## config.mk

```make
export PLATFORM = sky130hd
export DESIGN_NAME = lsu
export DESIGN_NICKNAME = d
export VERILOG_FILES = /design/src/rtl/lsu.sv
export SDC_FILE = /design/constraint.sdc
export NUM_CORES = 1
export LEC_CHECK = 0
export ABC_AREA = 0
export CAP_MARGIN = 20
export CORE_AREA = 2 2 158 160
export DETAILED_ROUTE_END_ITERATION = 10
export DIE_AREA = 0 0 160 162
export PLACE_DENSITY = 0.6
export SYNTH_ARGS = -nofsm -noshare
export SYNTH_HDL_FRONTEND = slang
export SYNTH_SLANG_ARGS = --single-unit
```

## constraint.sdc

```tcl
create_clock -name clk -period 5.1 [get_ports clk]
set_clock_uncertainty 0.1 [all_clocks]
set_input_delay 0.765 -clock clk [delete_from_list [all_inputs] [get_ports clk]]
set_output_delay 0.765 -clock clk [all_outputs]
set_load 0.05 [all_outputs]
```

## src/rtl/lsu.sv

```systemverilog
// Load/store unit on the EX->WB boundary: byte-masked store routing plus aligned, registered load writeback.
// Optional store-to-load merge of the previous cycle's DMEM store is enabled by defining LSU_ST_LD_FWD_EN.
module lsu (
  input  logic        clk,
  input  logic        rst,
  input  logic [31:0] inst_ex,
  input  logic [31:0] op1_ex,
  input  logic [31:0] op2_ex,
  input  logic [31:0] rd2_ex,
  input  logic [4:0]  wa_ex,
  input  logic [31:0] mem0_rdata,
  input  logic [31:0] mem1_rdata,
  input  logic [31:0] mem2_rdata,
  output logic [3:0]  mem1_we,
  output logic [13:0] mem1_waddr,
  output logic [31:0] mem1_wdata,
  output logic [3:0]  imem_we,
  output logic [13:0] imem_waddr,
  output logic [31:0] imem_wdata,
  output logic        io_we,
  output logic [9:0]  io_waddr,
  output logic [31:0] io_wdata,
  output logic        wb_we,
  output logic [4:0]  wb_wa,
  output logic [31:0] wb_wd
);

  localparam logic [6:0] OPC_LOAD  = 7'b0000011;
  localparam logic [6:0] OPC_STORE = 7'b0100011;
  localparam logic [2:0] F3_B  = 3'b000;
  localparam logic [2:0] F3_H  = 3'b001;
  localparam logic [2:0] F3_W  = 3'b010;
  localparam logic [2:0] F3_BU = 3'b100;
  localparam logic [2:0] F3_HU = 3'b101;

  function automatic logic [31:0] load_align(input logic [31:0] raw, input logic [2:0] f3,
                                             input logic [1:0] off);
    logic signed [7:0]  b_s;
    logic signed [15:0] h_s;
    logic [31:0]        res;
    b_s = raw[{off, 3'b000} +: 8];
    h_s = off[1] ? raw[31:16] : raw[15:0];
    case (f3)
      F3_B:    res = 32'(b_s);
      F3_H:    res = 32'(h_s);
      F3_BU:   res = 32'($unsigned(b_s));
      F3_HU:   res = 32'($unsigned(h_s));
      default: res = raw;
    endcase
    return res;
  endfunction

  logic [31:0] addr;
  logic [6:0]  opcode;
  logic [2:0]  funct3;
  logic        is_store, is_load;
  logic        in_dmem, in_imem, in_bios, in_io;
  logic        dmem_st, imem_st, io_st;
  logic [3:0]  st_mask;
  logic [31:0] st_wdata;
  logic [31:0] dmem_word, ld_raw;
  logic        wb_we_q, wb_we_d;
  logic [4:0]  wb_wa_q, wb_wa_d;
  logic [31:0] wb_wd_q, wb_wd_d;
  logic        unused_sig;

  assign addr   = op1_ex + op2_ex;
  assign opcode = inst_ex[6:0];
  assign funct3 = inst_ex[14:12];

  assign is_store = (opcode == OPC_STORE) &&
                    (funct3 == F3_B || funct3 == F3_H || funct3 == F3_W);
  assign is_load  = (opcode == OPC_LOAD) &&
                    (funct3 == F3_B || funct3 == F3_H || funct3 == F3_W ||
                     funct3 == F3_BU || funct3 == F3_HU);

  // DMEM decode wins where it overlaps the IMEM window (0x3xxx_xxxx).
  assign in_dmem = (addr[31:30] == 2'b00) && addr[28];
  assign in_imem = (addr[31:29] == 3'b001) && !in_dmem;
  assign in_bios = (addr[31:28] == 4'b0100);
  assign in_io   = (addr[31:28] == 4'b1000);

  always_comb begin
    st_mask  = 4'b0000;
    st_wdata = 32'h0;
    case (funct3)
      F3_B: begin
        st_mask  = 4'b0001 << addr[1:0];
        st_wdata = {4{rd2_ex[7:0]}};
      end
      F3_H: begin
        st_mask  = addr[1] ? 4'b1100 : 4'b0011;
        st_wdata = {2{rd2_ex[15:0]}};
      end
      F3_W: begin
        st_mask  = 4'b1111;
        st_wdata = rd2_ex;
      end
      default: ;
    endcase
  end

  assign dmem_st = is_store && in_dmem;
  assign imem_st = is_store && in_imem;
  assign io_st   = is_store && in_io && (funct3 == F3_W);

  assign mem1_we    = dmem_st ? st_mask : 4'b0000;
  assign mem1_waddr = dmem_st ? addr[15:2] : 14'h0;
  assign mem1_wdata = dmem_st ? st_wdata : 32'h0;
  assign imem_we    = imem_st ? st_mask : 4'b0000;
  assign imem_waddr = imem_st ? addr[15:2] : 14'h0;
  assign imem_wdata = imem_st ? st_wdata : 32'h0;
  assign io_we      = io_st;
  assign io_waddr   = io_st ? addr[11:2] : 10'h0;
  assign io_wdata   = io_st ? rd2_ex : 32'h0;

`ifdef LSU_ST_LD_FWD_EN
  logic        st_vld_q;
  logic        st_bank_q;
  logic [13:0] st_waddr_q;
  logic [3:0]  st_mask_q;
  logic [31:0] st_wdata_q;
  logic        fwd_hit;

  function automatic logic [31:0] merge_word(input logic [31:0] old_w, input logic [31:0] new_w,
                                             input logic [3:0] mask);
    logic [31:0] res;
    for (int i = 0; i < 4; i++)
      res[8*i +: 8] = mask[i] ? new_w[8*i +: 8] : old_w[8*i +: 8];
    return res;
  endfunction

  // The BRAM is read-first, so a load right behind a same-word store sees the old word.
  always_ff @(posedge clk) begin
    if (rst) st_vld_q <= 1'b0;
    else     st_vld_q <= dmem_st;
    st_bank_q  <= imem_st;
    st_waddr_q <= addr[15:2];
    st_mask_q  <= st_mask;
    st_wdata_q <= st_wdata;
  end

  assign fwd_hit   = in_dmem && st_vld_q && !st_bank_q && (st_waddr_q == addr[15:2]);
  assign dmem_word = fwd_hit ? merge_word(mem1_rdata, st_wdata_q, st_mask_q) : mem1_rdata;
`else
  assign dmem_word = mem1_rdata;
`endif

  always_comb begin
    ld_raw = 32'h0;
    if (in_bios)      ld_raw = mem0_rdata;
    else if (in_dmem) ld_raw = dmem_word;
    else if (in_io)   ld_raw = mem2_rdata;
  end

  assign wb_we_d = is_load;
  assign wb_wa_d = is_load ? wa_ex : 5'd0;
  assign wb_wd_d = is_load ? load_align(ld_raw, funct3, addr[1:0]) : 32'h0;

  // EX -> WB stage boundary
  always_ff @(posedge clk) begin
    if (rst) begin
      wb_we_q <= 1'b0;
      wb_wa_q <= 5'd0;
      wb_wd_q <= 32'h0;
    end else begin
      wb_we_q <= wb_we_d;
      wb_wa_q <= wb_wa_d;
      wb_wd_q <= wb_wd_d;
    end
  end

  assign wb_we = wb_we_q;
  assign wb_wa = wb_wa_q;
  assign wb_wd = wb_wd_q;

  assign unused_sig = ^{inst_ex, addr};

endmodule
```

==> results.md <==
- Status: completed
- Power Density: 124 mW/mm^2
- Post-CTS Repair Setup Buffers: 0
- Sequential fraction of the synthesis area: 16.1%
- Final setup fails: 0
- Initial core utilization: 19.6%
- Slew Limit Fails: 0
- Post-Synthesis Cells: 711
- Area growth, synth to finish: 131%
- Via/cell ratio: 4.74
- Maxcap violations: 0
- Hold Crit Class: in2reg
- First-pass GRT wire length: 40.2 mm
- Antenna violations before repair: 0
- Worst setup SP type: input port
- Total gr overflow: 0
- Lkg Pwr: 4.33 nW
- Slowest CP cell: clkdlybuf4s50_1
- Area after DPL: 0.0106 sq mm
- CTS Sinks: 38
- Top delay family on crit path: simple AND/OR/NAND/NOR gates
- Ant diodes: 0
- Die ar.: 0.0259 sq mm
- Fill cell count: between 2000 and 2500
- Crit. End Element: output port
- Min-delay src: wa_ex[3]
- Fraction of layout cells with a size suffix above 1: 24.8%
- Synth top area share: 16.1%
- Die Width: 160 um
- H-tree Lvls: 2
- Design area: ~0.011 sq mm
- Top FF cell, synth: dfxtp_1
- Num CTS Buffers: 5
- Cts hold-fix bufs: 0
- Crit-path max cell delay: between 0.4 and 0.5 ns
- Nets@finish: 1358
- Hold Path Cell Cnt: 2
- VDD IR max: 149 uV
- Syn nets: 974
- DR vias: 6726
- Core area: 0.0241 sq mm
- Main area contributors after synthesis: dfxtp_1 (16%), nor2_1 (12%), ha_1 (8.2%), a21oi_1 (7.5%), nand2_1 (5.2%)
- Mean routed wirelength per cell: approximately 19 um
- Yosys reg bits: 38
- DRC viols: 0
- Headroom to the max-slew limit: 55.4%
- Clock root cell: clkbuf_16
- Worst-Margin Slew: 0.667 ns
- Chip Height: 162 um
- Mapped Area: 0.00473 sq mm
- Worst Path Class, Setup: in2out
- Synth cell types: slightly below 70
- Largest net degree at the start of global routing: 38
- WP data required: 4.24 ns
- Row count: 57
- WL final: 26.9 mm
- Final Critical Period: 4.95 ns
- Endpoints failing hold: 0
- Crit path cell chain: clkdlybuf4s50_1 -> ha_1 -> inv_1 -> fa_1 -> nand2b_4 -> a21oi_4 -> o21ai_1 -> a31o_1 -> and3b_1 -> and4bb_4 -> and2_1 -> nand2b_2 -> buf_12 -> nor2_1 -> buf_12
- Longest Clk Path Bufs: 2
- Routability cong.: 0.857
- Async SR Flop Fraction: 0%
- Clock slew at reported path FFs: 0.06 ns
- Routed Antenna Nets: 0
- Area leader, netlist: dfxtp_1
- Synthesis warning total: 0
- TritonCTS clock tree: done
- FMAX: 0.202 GHz
- Multi-input logic area: roughly 0.0038 sq mm
- Hold EP: wb_wa[3]
- Number of global-route vias before repair: 6998
- Port Buf Inserts: 389
- Final core occ: 45.2%
- Post-DP HPWL: 22.4 mm
- Most used cell, CP: buf_12
- Arr. time, crit path: 4.09 ns
- Crit share post-route: a little over nine tenths
- IO Count: between 400 and 500
- Buffers & Inverters on Critical Path: 4
- CP max FO: 24
- Syn_area_per_cell: between 6 and 7 sq um
- Number of flops mapped to enable cells by yosys: 0
- DRT Pass-1 Iters: 5
- GRT Total Usage: 19.7%
- 1st-iter DRT viols: 278
- Register area: approximately 760 sq um
==> metal layers <==
metal	routed length [um]	vias to the layer above	global-route usage, %
met5	0	-	0
met4	390	0	4.01
met3	1840	22	3.80
met2	14100	283	38.4
met1	10600	3131	22.3
li1	-	3290	-
==> synthesized netlist by cell type (all sizes together) (10+ instances only) <==
library cell,instances
ha,31
clkbuf,32
a21oi,74
buf,15
inv,21
a22oi,18
nand2b,15
and3,32
a22o,10
o21ai,39
nand3,19
nor2,148
and2,11
dfxtp,38
or2,20
nand2,66
a221o,13
==> per-stage QoR <==
| stage | TNS, ns | std cells | worst slack (ns) | hold WS (ns) | power (mW) |
|---|---|---|---|---|---|
| 3_3_place_gp | 0 | 1412 | 0.0595 | 1.24 | 0.913 |
| 3_5_place_dp | 0 | 1412 | 0.00970 | 1.24 | 0.921 |
| 2_1_floorplan | 0 | 711 | 0.0333 | 0.787 | 0.624 |
| 5_1_grt | -0.0271 | 1420 | -0.00849 | 0.950 | 1.42 |
| 4_1_cts | 0 | 1420 | 0.0769 | 0.942 | 1.34 |
| 6_report | 0 | 1420 | 0.149 | 0.940 | 1.35 |
==> state kept, by name (all words and copies together) (netlist names) <==
name / count
wb_wa: 5
wb_wd: 32
wb_we: 1
==> power breakdown <==
group,switching [mW],leakage (nW),total (mW),internal [mW]
clock network,0.129,0.0971,0.422,0.294
registers,0.0000753,0.306,0.297,0.297
logic,0.324,3.93,0.629,0.305
total,0.453,4.33,1.35,0.896
==> worst max path at each step <==
stage | from | end | slack [ns] | cells past startpoint
after floorplan | op1_ex[0] | io_waddr[8] | 0.03 | 16
after global placement | op1_ex[0] | mem1_wdata[13] | 0.06 | 15
after detailed placement | op1_ex[0] | mem1_waddr[1] | 0.01 | 15
after CTS | op1_ex[0] | mem1_waddr[1] | 0.08 | 15
after global routing | op1_ex[0] | mem1_wdata[16] | -0.008 | 15
final | op1_ex[0] | mem1_wdata[4] | 0.15 | 15
==> cells by family (layout without fill, tap and decap cells) <==
family                   after synthesis  count (layout)  share of synthesized area, %
adder cells (fa/ha/maj)               32              32                          8.63
AO/OA/AOI/OAI                        205             205                          30.0
flip-flops                            38              38                          16.1
buffers and inverters                 68             453                          6.01
multiplexers                           9               9                          1.91
AND/OR/NAND/NOR                      345             345                          34.8
XOR/XNOR                              14              14                          2.59
==> placed cells by master (no fill, tap or decap), types with 7 or more instances in the layout <==
| master | n |
|---|---|
| a21oi_1 | 70 |
| a221o_1 | 13 |
| a22o_1 | 10 |
| a22oi_1 | 18 |
| and2_1 | 11 |
| and3_1 | 31 |
| buf_12 | 148 |
| buf_4 | 30 |
| clkdlybuf4s50_1 | 245 |
| dfxtp_1 | 38 |
| ha_1 | 31 |
| inv_1 | 21 |
| mux2i_1 | 9 |
| nand2_1 | 65 |
| nand2b_1 | 13 |
| nand3_1 | 19 |
| nand4_1 | 7 |
| nor2_1 | 107 |
| nor2_2 | 41 |
| nor3_1 | 9 |
| o21ai_0 | 32 |
| o21ai_1 | 7 |
| or2_2 | 17 |
| xnor2_1 | 8 |
==> what timing repair did <==
item	in CTS	in global routing
pin swaps	0	1
resized for setup	1	42
setup endpoints to repair	1	98
==> final cells by class <==
type                            instances  share of cell area, %
Inverter                               21                  0.723
Multi-Input combinational cell        605                   35.0
Clock inverter                          2                  0.551
Sequential cell                        38                   6.98
Tap cell                              324                   3.72
Timing Repair Buffer                  424                   51.8
Clock buffer                            6                   1.27
Note: power is estimated with default switching activity, not from simulation.
